`src/rtl/bcd_seg7_display.sv`:
```
// Iterative double-dabble binary-to-BCD converter with a start/busy/done handshake.
// The held result is scanned onto a time-multiplexed common-segment 7-segment display.
module bcd_seg7_display #(
    parameter int WIDTH          = 8,
    parameter int DIGITS         = 3,
    parameter int SCAN_DIV       = 1024,
    parameter int SEG_ACTIVE_LOW = 1,
    parameter int BLANK_LEADING  = 1
) (
    input  logic                clk,
    input  logic                rst,
    input  logic                start,
    input  logic [WIDTH-1:0]    bin,
    output logic                busy,
    output logic                done,
    output logic                ovf,
    output logic [4*DIGITS-1:0] bcd,
    output logic [6:0]          seg,
    output logic [DIGITS-1:0]   an
);
    localparam int BW = 4 * DIGITS;
    localparam int CW = (WIDTH > 1) ? $clog2(WIDTH) : 1;
    localparam int SW = (SCAN_DIV > 1) ? $clog2(SCAN_DIV) : 1;
    localparam int IW = (DIGITS > 1) ? $clog2(DIGITS) : 1;

    typedef enum logic {IDLE, CONVERT} state_t;

    state_t            state_q, state_d;
    logic              busy_q, busy_d;
    logic              done_q, done_d;
    logic              ovf_q, ovf_d;
    logic              scr_q, scr_d;
    logic [BW-1:0]     bcd_q, bcd_d;
    logic [BW-1:0]     acc_q, acc_d;
    logic [WIDTH-1:0]  shift_q, shift_d;
    logic [CW-1:0]     cnt_q, cnt_d;
    logic [SW-1:0]     scan_q, scan_d;
    logic [IW-1:0]     idx_q, idx_d;

    logic [BW-1:0]     acc_adj;
    logic [BW-1:0]     acc_shift;
    logic              carry_out;

    genvar gi;
    generate
        for (gi = 0; gi < DIGITS; gi++) begin : g_adj
            assign acc_adj[4*gi +: 4] = (acc_q[4*gi +: 4] >= 4'd5) ? acc_q[4*gi +: 4] + 4'd3
                                                                  : acc_q[4*gi +: 4];
        end
    endgenerate

    assign acc_shift = {acc_adj[BW-2:0], shift_q[WIDTH-1]};
    assign carry_out = acc_adj[BW-1];

    always_comb begin
        state_d = state_q;
        busy_d  = busy_q;
        done_d  = 1'b0;
        ovf_d   = ovf_q;
        scr_d   = scr_q;
        bcd_d   = bcd_q;
        acc_d   = acc_q;
        shift_d = shift_q;
        cnt_d   = cnt_q;
        case (state_q)
            IDLE: begin
                if (start) begin
                    shift_d = bin;
                    acc_d   = '0;
                    cnt_d   = '0;
                    scr_d   = 1'b0;
                    busy_d  = 1'b1;
                    state_d = CONVERT;
                end
            end
            CONVERT: begin
                acc_d   = acc_shift;
                shift_d = shift_q << 1;
                scr_d   = scr_q | carry_out;
                cnt_d   = cnt_q + 1'b1;
                if (cnt_q == CW'(WIDTH - 1)) begin
                    bcd_d   = acc_shift;
                    ovf_d   = scr_q | carry_out;
                    done_d  = 1'b1;
                    busy_d  = 1'b0;
                    state_d = IDLE;
                end
            end
            default: state_d = IDLE;
        endcase
    end

    // Digit scan is free-running and deliberately independent of conversions.
    always_comb begin
        scan_d = scan_q + 1'b1;
        idx_d  = idx_q;
        if (scan_q == SW'(SCAN_DIV - 1)) begin
            scan_d = '0;
            idx_d  = (idx_q == IW'(DIGITS - 1)) ? '0 : idx_q + 1'b1;
        end
    end

    always_ff @(posedge clk or posedge rst) begin
        if (rst) begin
            state_q <= IDLE;
            busy_q  <= 1'b0;
            done_q  <= 1'b0;
            ovf_q   <= 1'b0;
            scr_q   <= 1'b0;
            bcd_q   <= '0;
            acc_q   <= '0;
            shift_q <= '0;
            cnt_q   <= '0;
            scan_q  <= '0;
            idx_q   <= '0;
        end else begin
            state_q <= state_d;
            busy_q  <= busy_d;
            done_q  <= done_d;
            ovf_q   <= ovf_d;
            scr_q   <= scr_d;
            bcd_q   <= bcd_d;
            acc_q   <= acc_d;
            shift_q <= shift_d;
            cnt_q   <= cnt_d;
            scan_q  <= scan_d;
            idx_q   <= idx_d;
        end
    end

    assign busy = busy_q;
    assign done = done_q;
    assign ovf  = ovf_q;
    assign bcd  = bcd_q;

    logic [3:0]        digit_arr [DIGITS];
    logic [DIGITS:1]   lead_zero;
    logic [DIGITS-1:0] blank_vec;

    // lead_zero[i]: digits i..DIGITS-1 are all zero.
    assign lead_zero[DIGITS] = 1'b1;
    assign blank_vec[0]      = 1'b0;
    generate
        for (gi = 0; gi < DIGITS; gi++) begin : g_dig
            assign digit_arr[gi] = bcd_q[4*gi +: 4];
        end
        for (gi = 1; gi < DIGITS; gi++) begin : g_blank
            assign lead_zero[gi] = (bcd_q[4*gi +: 4] == 4'd0) && lead_zero[gi+1];
            assign blank_vec[gi] = (BLANK_LEADING != 0) && lead_zero[gi];
        end
    endgenerate

    logic [3:0]        cur_digit;
    logic [6:0]        seg_hi;
    logic [DIGITS-1:0] an_hi;

    assign cur_digit = digit_arr[idx_q];

    always_comb begin
        case (cur_digit)
            4'd0:    seg_hi = 7'h3F;
            4'd1:    seg_hi = 7'h06;
            4'd2:    seg_hi = 7'h5B;
            4'd3:    seg_hi = 7'h4F;
            4'd4:    seg_hi = 7'h66;
            4'd5:    seg_hi = 7'h6D;
            4'd6:    seg_hi = 7'h7D;
            4'd7:    seg_hi = 7'h07;
            4'd8:    seg_hi = 7'h7F;
            4'd9:    seg_hi = 7'h6F;
            default: seg_hi = 7'h00;
        endcase
        if (blank_vec[idx_q]) seg_hi = 7'h00;
    end

    assign an_hi = DIGITS'(1) << idx_q;
    assign seg   = (SEG_ACTIVE_LOW != 0) ? ~seg_hi : seg_hi;
    assign an    = (SEG_ACTIVE_LOW != 0) ? ~an_hi : an_hi;
endmodule

```
`config.mk`:
```
export PLATFORM = sky130hd
export DESIGN_NAME = bcd_seg7_display
export DESIGN_NICKNAME = d
export VERILOG_FILES = /design/src/rtl/bcd_seg7_display.sv
export SDC_FILE = /design/constraint.sdc
export NUM_CORES = 1
export LEC_CHECK = 0
export ABC_AREA = 1
export BUFFER_PORTS_ARGS = -buffer_cell sky130_fd_sc_hd__buf_2
export CORE_MARGIN = 5
export CORE_UTILIZATION = 62
export DETAILED_ROUTE_END_ITERATION = 8
export PLACE_DENSITY = 0.84
export SKIP_CTS_REPAIR_TIMING = 1
export SLEW_MARGIN = 30
export SYNTH_ARGS = -nofsm -noshare
export SYNTH_HDL_FRONTEND = slang
export SYNTH_SLANG_ARGS = --single-unit
```
`constraint.sdc`:
```
create_clock -name clk -period 5.3 [get_ports clk]
set_clock_uncertainty 0.15 [all_clocks]
set_input_delay 1.06 -clock clk [delete_from_list [all_inputs] [get_ports clk]]
set_output_delay 1.06 -clock clk [all_outputs]
set_load 0.02 [all_outputs]
```
==> Yosys cells after proc, flatten, opt, wreduce, memory -nomap -nowiden <==
Memories as Yosys holds them, arrays and structs flattened.
Cells that the tools add are included.
{ "classes": {"shifts": 1, "mux": 27, "n_lt_le_gt_ge": 5, "add_sub_neg": 6, "n_eq_ne": 5, "bitwise_logic": 5, "reduce_logical": 5} }
{ "ops": {"columns": ["op", "n"], "rows": [
  ["one-hot mux 12 bit (2 select lines)", 1],
  ["2-to-1 mux 4 bit", 5],
  ["one-hot mux 8 bit (2 select lines)", 1],
  ["adder 4 x 2 -> 4 bit (second input constant)", 3],
  [">= comparator 4 x 3 -> 1 bit (second input constant)", 3],
  ["2-to-1 mux 12 bit", 1],
  ["adder 10 x 1 -> 10 bit (second input constant)", 1],
  ["equality test 10 bit (second input constant)", 1],
  ["2-to-1 mux 10 bit", 1],
  ["binary-select mux 4 bit (select 2 bit)", 1],
  ["logical NOT 4 bit", 2],
  ["2-to-1 mux 1 bit", 8],
  ["2-to-1 mux 8 bit", 1],
  ["2-to-1 mux 7 bit", 1],
  ["inverter 7 bit", 1],
  ["one-hot mux 1 bit (2 select lines)", 3],
  ["one-hot mux 3 bit (2 select lines)", 1],
  ["AND reduction 2 bit", 2],
  ["adder 3 x 1 -> 3 bit (second input constant)", 1],
  ["equality test 3 bit (second input constant)", 1],
  [">= comparator 3 bit (second input constant)", 1],
  ["less-than comparator 2 x 3 -> 1 bit (second input constant)", 1],
  ["2-to-1 mux 3 bit", 1],
  ["inverter 2 -> 3 bit", 1],
  ["11 further kinds", 11]
]} }
{ "word_totals": {"mem_bits_ro": 112, "elab_cells": 66, "memories": 1, "ff_bits": 52, "in_bits": 11, "out_inout_bits": 25} }
{ "mem_list": {"columns": ["memory", "depth", "width", "rd", "rd_clocked_by_memory_dff", "write_ports", "line", "rtl"], "rows": [
  ["(no name shown)", 16, 7, 1, 0, 0, "160", "case (cur_digit)"]
]} }

==> Depth between registers and ports, before layout <==
Gate-level depths: netlist of the first run.
An unclocked memory read counts as a cell.
{ "logic_depth": {"ltp_word": 7, "depth_mapped": 11, "mapped_depth_nobuf": 10} }

==> Least setup slack after synthesis of the first run <==
Ideal clock, no wire load.
{ "synth_path": {"kind": "register to output", "from": "register idx_q[0]", "to": "output seg[6]", "t_arrival_ps": 1529, "path_stages_with_launch": 12, "path_slack_ps": 2561, "required_time_ps": 4090, "path_buffers": 1, "cell_sequence": "dfrtp_1 > buf_6 > inv_4 > nand2_4 > nor2_1 > nor2_2 > inv_1 > ha_1 > inv_1 > nand2_1 > nand2_1 > o21ai_1"} }
{ "synth_between": {"elab_chain_cells": 7, "word_cells_on_any_way": 9, "classes_between": "6 x mux; 2 x bitwise; 1 x memory"} }
{ "synth_lines": {"columns": ["element", "line", "rtl"], "rows": [
  ["from (decl)", "38", "logic [IW-1:0] idx_q, idx_d;"],
  ["from (signal assigned)", "127", "idx_q <= idx_d;"],
  ["inverter 2 -> 3 bit (implied by the code)", "157", "assign cur_digit = digit_arr[idx_q];"],
  ["binary-select mux 4 bit (select 2 bit)", "157", null],
  ["2-to-1 mux 4 bit (implied by the code) (2 in series)", "157", null],
  ["memory read (16 x 7 bit)", null, null],
  ["2-to-1 mux 7 bit *", "173", "if (blank_vec[idx_q]) seg_hi = 7'h00;"],
  ["inverter 7 bit *", "177", "assign seg = (SEG_ACTIVE_LOW != 0) ? ~seg_hi : seg_hi;"],
  ["to (decl)", "18", "output logic [6:0] seg,"]
]} }
Every way passes the cells marked *; elsewhere a longest branch is shown, timed or not. The select of a mux whose other input is x is not followed.

==> Worst setup path in the final report of the first run <==
{ "layout_path": {"from": "register idx_q[1]", "to": "output seg[0]"} }
The elaborated chain is that of the path after synthesis.

==> run metrics, run 1 <==
status completed; Initial Util 65.1%; RSZ-0062 raised after global routing no; critical path class flop to output port; Post-Layout Cell Count 440; # Max-Cap Violations 0; min Tclk post-route 3350 ps; syn avg cell area 8.10 um2; Adder-Cell Fraction of Synth Area 6.09%; Chip Height 78.1 um; fmax 299 MHz; largest net degree at the start of global routing 53; setup_tns 0 ps; n_diodes 0; GR Overflow Total 0; FILL cells 349; Post-DP HPWL 4130 um; Pins Over Slew Limit 0; Via density 5.32; CORE AREA 4410 um2; Worst-path clk slew 80 ps; DR pass1 iterations 4; via count 2341; Worst Path Required 4090 ps; Logic pwr share 48.8%; wire length per cell 12.7 um; Iter 0 DRT Violations 104; IO buf count 35; placed cell count 434; switching share of power 45.4%; Pint 0.980 mW; Post-Synthesis Cells 355; Synth cell types 31; clock sink total 52; CP arrival 2140 ps; Leak 1.77 nW; fraction of layout cells with a size suffix above 1 18.6%; startpoint class of the critical path flop; Clock Latency Late Sink 300 ps; synthesized cell area 2880 um2; CTS root buffer clkbuf_8; DRC 0; Max Root-Sink Buffers 2; Tcrit/Tclk final 63.2%; clock buffer count from CTS 5; sequential share of the synthesized area 45.3%; sequential power share 37.1%; CTS tree built; GP Congestion 0.879; # rows 24; total power 1.80 mW; GRT Util Overall 19.6%; die width 78.1 um; Slew Limit Headroom 51.6%; Worst VDD drop 0.338 mV; Syn Nets 380; die footprint 6100 um2; multiplexer area fraction after synthesis 0%; CP endpoint kind output port; xor/xnor cell area share of the yosys netlist 1.83%; yosys warns 0; Area Growth Syn to Fin 10.1%; I/O pin count 36; routed wire length 5610 um; antenna violations before repair 0; Compound-Gate Fraction of Synth Area 6.61%; FF+latch count, synth 52; Crit Path Max Fanout 9; largest family of logic cells by synthesized area simple AND/OR/NAND/NOR gates; Synth Area in Simple Gates 31.5%; Finish-stage setup viols 0; worst slew pin tran 726 ps; Psw 0.816 mW; Final Hold Vio Count 0; Final ANT Viol Nets 0; Hold/Removal Path Class flop to flop; power per cell area 567 nW/um2; footprint of the multi-input gates 1320 um2; number of global-route vias before repair 2293; Clock Power Share 14.1%; final net count 414; first-pass GRT wire length 9840 um; CTS HTree Levels 2; register area 1300 um2
-- cells by family after synthesis --
logic type      Yosys count
compound gates           34
xor+xnor                  6
fa+ha+maj                14
buf+inv                  60
flops                    52
simple gates            189
-- synth_stat cells --
cell type | n | area, um2
nand2_1 | 104 | 390
dfrtp_1 | 52 | 1300
nand3_1 | 45 | 225
inv_1 | 43 | 161
o21ai_0 | 23 | 115
ha_1 | 14 | 175
nor2_1 | 13 | 48.8
inv_2 | 7 | 26.3
nand2_2 | 5 | 31.3
xor2_1 | 5 | 43.8
buf_2 | 4 | 20.0
nand3_2 | 4 | 40.0
nor2_2 | 4 | 25.0
nor2_4 | 4 | 45.0
o22ai_1 | 4 | 25.0
a22o_1 | 3 | 26.3
nand4_1 | 3 | 18.8
buf_6 | 2 | 22.5
clkbuf_1 | 2 | 7.51
inv_4 | 2 | 12.5
nand2_4 | 2 | 22.5
a21oi_1 | 1 | 5.00
a31oi_1 | 1 | 6.26
nand3_4 | 1 | 17.5
nand3b_1 | 1 | 7.51
nor2_8 | 1 | 20.0
nor3b_1 | 1 | 7.51
o211ai_1 | 1 | 7.51
o21ai_1 | 1 | 5.00
or2_1 | 1 | 6.26
xnor2_1 | 1 | 8.76
-- state kept, by name (all words and copies together) (netlist names) --
register  cells
bcd          12
scr_q         1
acc_q        12
scan_q       10
cnt_q         3
state_q       1
shift_q       8
ovf           1
idx_q         2
busy          1
done          1
-- power by group through the flow --
stage          clock network [mW]  logic (mW)  registers (mW)
2_1_floorplan                   0       0.612           0.689
3_3_place_gp                    0       0.838           0.669
3_5_place_dp                    0       0.871           0.672
4_1_cts                     0.260       0.882           0.664
5_1_grt                     0.278       0.986           0.690
6_report                    0.253       0.877           0.665
-- critical path: stages, from the launching register on --
cell      delay (ps)
dfrtp_1          610
inv_4            100
nand3_1           80
nand2_1           60
nor2_2           190
inv_1            100
ha_1             200
nand3b_1         170
nand3_1           80
nand3_1           70
buf_2            170
-- final timing paths --
kind	from	end	slack [ps]	cells after the start
hold reg to reg	scr_q	scr_q	340	2
setup / recovery	idx_q[1]	seg[0]	1950	10
hold / removal	scr_q	scr_q	340	2
max in group asynchronous	rst	acc_q[5]	3900	2
setup reg to reg	state_q	acc_q[5]	3140	3
min in group asynchronous	rst	scan_q[2]	680	2
-- stage by stage --
stage	hold slack, ps	area (um2)	setup slack [ps]	util (%)
6_report	343	3170	1950	71.7
5_1_grt	362	3170	1780	71.7
2_1_floorplan	300	2880	2560	-
3_5_place_dp	327	3070	2290	69.5
3_3_place_gp	309	3070	2400	69.4
4_1_cts	348	3170	1950	71.7
-- layout make-up --
type	count	area share, %
Inverter	52	6.40
Timing Repair Buffer	35	5.53
Clock buffer	5	2.17
Multi-Input combinational cell	243	41.8
Tap cell	52	2.05
Sequential cell	52	41.1
Clock inverter	1	0.948
-- routing by layer --
layer / share of wire [%] / vias to the layer above / GRT usage (%)
li1: - / 1192 / -
met4: 2.0 / 0 / 8.78
met2: 48 / 59 / 32.4
met3: 5.2 / 15 / 4.92
met1: 45 / 1075 / 24.1
met5: 0 / - / 0
-- layout by cell type (no fill, tap or decap), types with 5 or more instances in the layout --
cell | netlist | layout
clkbuf_8 | 0 | 5
dfrtp_1 | 52 | 52
nand2_1 | 104 | 104
nor2_1 | 13 | 13
inv_2 | 7 | 7
o21ai_0 | 23 | 23
xor2_1 | 5 | 5
inv_1 | 43 | 42
nand3_1 | 45 | 45
buf_2 | 4 | 35
ha_1 | 14 | 14
nand2_2 | 5 | 5
(Power assumes the default switching activity.)
==> run 2, diff against run 1 <==
--- a/config.mk
+++ b/config.mk
@@ -8,9 +8,9 @@
 export ABC_AREA = 1
 export BUFFER_PORTS_ARGS = -buffer_cell sky130_fd_sc_hd__buf_2
 export CORE_MARGIN = 5
-export CORE_UTILIZATION = 62
+export CORE_UTILIZATION = 58
 export DETAILED_ROUTE_END_ITERATION = 8
-export PLACE_DENSITY = 0.84
+export PLACE_DENSITY = 0.8
 export SKIP_CTS_REPAIR_TIMING = 1
 export SLEW_MARGIN = 30
 export SYNTH_ARGS = -nofsm -noshare
==> constraint.sdc (replaced) <==
create_clock -name clk -period 3.2 [get_ports clk]
set_clock_uncertainty 0.15 [all_clocks]
set_input_delay 0.64 -clock clk [delete_from_list [all_inputs] [get_ports clk]]
set_output_delay 0.64 -clock clk [all_outputs]
set_load 0.02 [all_outputs]
==> run 2 against run 1 <==
Net effect: clock-buffer cell count grew 1; cell count increased by 4.3%; non-clock buffer count grew 3; final area increased by 0.55%; flip-flop and latch count did not move; first-iteration DRC count down 22%; die area increased by 6.0%; sequential share of layout area down 0.23 points; via count down 1.5%; worst setup slack lost 1700 ps; core utilization is 4.8 points lower; largest cell class unchanged; clock power rose by 36%.
==> run metrics, run 2 (synthesized netlist as in run 1, its figures left out) <==
status completed; clock sink total 52; Worst-path clk slew 80 ps; CP peak stage delay 590 ps; Buf/Inv on CP 3; Post-Layout Cell Count 459; placed cell area 3110 um2; DRC 0; Pins Over Slew Limit 0; # Max-Cap Violations 0; power per cell area 914 nW/um2; footprint of the multi-input gates 1320 um2; Final Hold Vio Count 0; placed cell count 452; largest net degree at the start of global routing 28; sequential power share 36.7%; setup_tns 0 ps; number of global-route vias before repair 2237; Crit Path Max Fanout 9; die width 80.4 um; first-pass GRT wire length 10100 um; startpoint class of the critical path flop; fmax 337 MHz; CP Depth 10; clock buffer count from CTS 5; RSZ-0062 raised after global routing no; Psw 1.35 mW; worst slew pin tran 510 ps; Hold/Removal Path Class primary input to asynchronous set/reset pin; Finished Core Util 67.0%; Leak 1.78 nW; delay-heaviest family, CP simple AND/OR/NAND/NOR gates; GR Overflow Total 0; Chip Height 80.4 um; Area Growth Syn to Fin 10.7%; routed wire length 5690 um; # rows 25; DR pass1 iterations 4; GRT Util Overall 19.8%; final net count 417; FILL cells 406; CTS root buffer clkbuf_8; Initial Util 60.5%; Critical Path, Cell by Cell inv_4 -> nand3_1 -> nand2_1 -> nor2_2 -> inv_1 -> ha_1 -> nand3b_1 -> nand3_1 -> nand3_1 -> buf_2; register area 1300 um2; Max Root-Sink Buffers 2; Post-DP HPWL 4320 um; fraction of layout cells with a size suffix above 1 19.1%; GP Congestion 0.831; CP arrival 2170 ps; critical path class flop to output port; Tcrit/Tclk final 92.6%; switching share of power 46.4%; I/O pin count 36; cell area after layout 3180 um2; n_diodes 0; min Tclk post-route 2960 ps; Clock Power Share 11.8%; CTS tree built; CORE AREA 4750 um2; most used cell, CP nand3_1; CP endpoint kind output port; Clock Latency Late Sink 300 ps; Worst Path Required 2410 ps; via count 2307; Slowest cell on crit path dfrtp_1; Via density 5.03; IO buf count 35; Final ANT Viol Nets 0; Logic pwr share 51.5%; CTS HTree Levels 2; Iter 0 DRT Violations 81; FF-to-FF path depth 6; wire length per cell 12.4 um; Worst VDD drop 0.639 mV; total power 2.91 mW; Pint 1.56 mW; most common cell after layout, fill and taps aside nand2_1; die footprint 6470 um2; Slew Limit Headroom 66.0%; Finish-stage setup viols 0; most frequent cells in the layout 104 x nand2_1, 52 x dfrtp_1, 45 x nand3_1, 42 x inv_1, 35 x buf_2; antenna violations before repair 0
[run 2: cell count changes in the layout (fill, tap and decap cells not counted), sizes merged]
| cell | before | now |
|---|---|---|
| buf | 35 | 38 |
| bufinv | 1 | 0 |
| clkbuf | 5 | 6 |
| clkinv | 0 | 1 |
[run 2: cell type report]
| type | count | area share [%] |
|---|---|---|
| repair buffers | 38 | 6.21 |
| flip-flops and latches | 52 | 40.9 |
| clock buffers | 6 | 2.28 |
| clock inverters | 1 | 0.157 |
| multi-input cells | 243 | 41.6 |
| inverters | 52 | 6.29 |
| well taps | 67 | 2.63 |
[run 2: through the flow]
step,setup WS [ps],hold WS (ps)
after detailed placement,586,314
after global placement,715,309
final,237,211
after global routing,49.8,262
after CTS,256,222
after floorplan,881,300
[run 2: final timing paths]
path	startpoint	to	slack, ps
setup / recovery	idx_q[1]	seg[0]	240
hold / removal	rst	scan_q[1]	210
setup reg to reg	cnt_q[0]	bcd[1]	1320
hold reg to reg	ovf	ovf	330
max in group asynchronous	rst	shift_q[1]	1970
min in group clk	ovf	ovf	330
[run 2: power groups by stage]
stage,Clock (mW),Sequential [mW],Combinational (mW)
3_3_place_gp,0,1.07,1.44
3_5_place_dp,0,1.08,1.50
5_1_grt,0.389,1.10,1.71
4_1_cts,0.355,1.07,1.51
6_report,0.343,1.07,1.50
2_1_floorplan,0,1.14,1.01
[run 2: per-layer routing]
layer  vias to the layer above  global-route usage, %  part of all wire [%]  wire (um)
li1                       1202                      -                     -          -
met3                        10                   3.59                   3.2        184
met4                         0                   6.08                   1.5         86
met1                      1056                   26.5                    47       2670
met2                        39                   32.6                    48       2750
met5                         -                      0                     0          0
==> run 3, diff against run 2 <==
--- a/config.mk
+++ b/config.mk
@@ -8,9 +8,10 @@
 export ABC_AREA = 1
 export BUFFER_PORTS_ARGS = -buffer_cell sky130_fd_sc_hd__buf_2
 export CORE_MARGIN = 5
-export CORE_UTILIZATION = 58
+export CORE_UTILIZATION = 52
 export DETAILED_ROUTE_END_ITERATION = 8
-export PLACE_DENSITY = 0.8
+export GPL_ROUTABILITY_DRIVEN = 0
+export PLACE_DENSITY = 0.76
 export SKIP_CTS_REPAIR_TIMING = 1
 export SLEW_MARGIN = 30
 export SYNTH_ARGS = -nofsm -noshare
==> constraint.sdc (replaced) <==
create_clock -name clk -period 2.6 [get_ports clk]
set_clock_uncertainty 0.15 [all_clocks]
set_input_delay 0.52 -clock clk [delete_from_list [all_inputs] [get_ports clk]]
set_output_delay 0.52 -clock clk [all_outputs]
set_load 0.02 [all_outputs]
==> run 3 against run 2 <==
Net effect: wire length rose by 7.3%; combinational power is 31% higher; the run now ends with setup timing left; power is 30% higher; largest power group unchanged; largest cell class unchanged.
==> run metrics, run 3 (synthesized netlist as in run 1, its figures left out) <==
status complete, but fails checks; failing checks setup timing; GR Overflow Total 0; die width 84.4 um; Clock Latency Late Sink 300 ps; Finish-stage setup viols 3; Chip Height 84.4 um; GRT Util Overall 16.9%; fraction of layout cells with a size suffix above 1 25.7%; CTS root buffer clkbuf_8; CORE AREA 5440 um2; most common cell after layout, fill and taps aside nand2_1; I/O pin count 36; Pins Over Slew Limit 0; Worst VDD drop 0.632 mV; CP arrival 2020 ps; Max Root-Sink Buffers 2; Slew Limit Headroom 63.0%; first-pass GRT wire length 10000 um; fmax 372 MHz; n_diodes 0; clock buffer count from CTS 5; clock sink total 52; worst hold slack 97.4 ps; worst slew pin tran 555 ps; # Max-Cap Violations 0; register area 1300 um2; final net count 425; Final Hold Vio Count 0; Hold/Removal Path Class primary input to asynchronous set/reset pin; wire length per cell 12.9 um; Via density 5.09; number of global-route vias before repair 2275; footprint of the multi-input gates 1400 um2; antenna violations before repair 0; FILL cells 459; DR pass1 iterations 4; Iter 0 DRT Violations 84; Crit Path Max Fanout 7; Leak 1.83 nW; placed cell area 3130 um2; critical path class flop to output port; CTS tree built; most frequent cells in the layout 101 x nand2_1, 50 x dfrtp_1, 40 x nand3_1, 39 x inv_1, 30 x buf_2; CP endpoint kind output port; die footprint 7120 um2; Area Growth Syn to Fin 17.9%; Finished Core Util 62.3%; largest net degree at the start of global routing 28; Final ANT Viol Nets 0; Worst Path Required 1930 ps; startpoint class of the critical path flop; via count 2409; min Tclk post-route 2690 ps; worst setup margin -85.3 ps; # rows 27; DRC 0; Initial Util 52.9%; CTS HTree Levels 2; Worst-path clk slew 100 ps; routed wire length 6110 um; RSZ-0062 raised after global routing yes; power per cell area 1120 nW/um2; Post-DP HPWL 4350 um; cell area after layout 3390 um2; Tcrit/Tclk final 103%; IO buf count 35
-- run 3: cell types whose count changed in the layout (fill, tap and decap cells not counted), sizes merged --
cell | previous run | this run
clkinv | 1 | 4
buf | 38 | 46
clkbuf | 6 | 5
inv | 52 | 51
-- run 3: final timing paths --
check | start | endpoint | slack, ps | depth (start not counted)
worst max-delay path | idx_q[0] | seg[3] | -90 | 10
min in group clk | bin[4] | shift_q[4] | 260 | 3
worst min register to register | ovf | ovf | 340 | 2
worst max register to register | state_q | acc_q[6] | 640 | 3
max in group asynchronous | rst | idx_q[1] | 1660 | 3
worst min-delay path | rst | done | 100 | 2
-- run 3: worst max-delay path, stage by stage (launching register included) --
cell      delay [ps]
dfrtp_2          480
clkinv_4         120
nand3_2           90
nand2_2           70
nor2_4           160
inv_2             60
ha_2             160
nand3b_1         200
nand3_1          110
nand3_1          100
buf_6            150
-- run 3: layer usage --
| layer | track usage [%] | vias up | routed length (um) |
|---|---|---|---|
| met5 | 0 | - | 0 |
| met4 | 5.18 | 0 | 129 |
| met3 | 3.63 | 14 | 247 |
| met2 | 28.0 | 48 | 2970 |
| met1 | 22.2 | 1130 | 2770 |
| li1 | - | 1217 | - |
-- run 3: final cells by class --
class / instances / area share (%)
Sequential cell: 52 / 38.5
Timing Repair Buffer: 46 / 9.12
Tap cell: 72 / 2.66
Clock inverter: 3 / 0.554
Multi-Input combinational cell: 243 / 41.2
Inverter: 52 / 5.98
Clock buffer: 5 / 2.03
-- run 3: power breakdown --
group          switching, mW  total, mW  internal, mW
Clock                  0.269      0.457         0.188
Sequential             0.263       1.36          1.10
Combinational           1.21       1.96         0.751
Total                   1.75       3.78          2.04
-- run 3: per-stage QoR --
stage               std cells  power (mW)  setup TNS, ps  setup WS (ps)
CTS                       466        3.63           -603           -194
global route              473        4.16           -844           -221
finish                    473        3.78           -138          -85.3
floorplan                 355        2.65              0            401
global placement          458        3.10              0            272
detailed placement        458        3.17              0            155
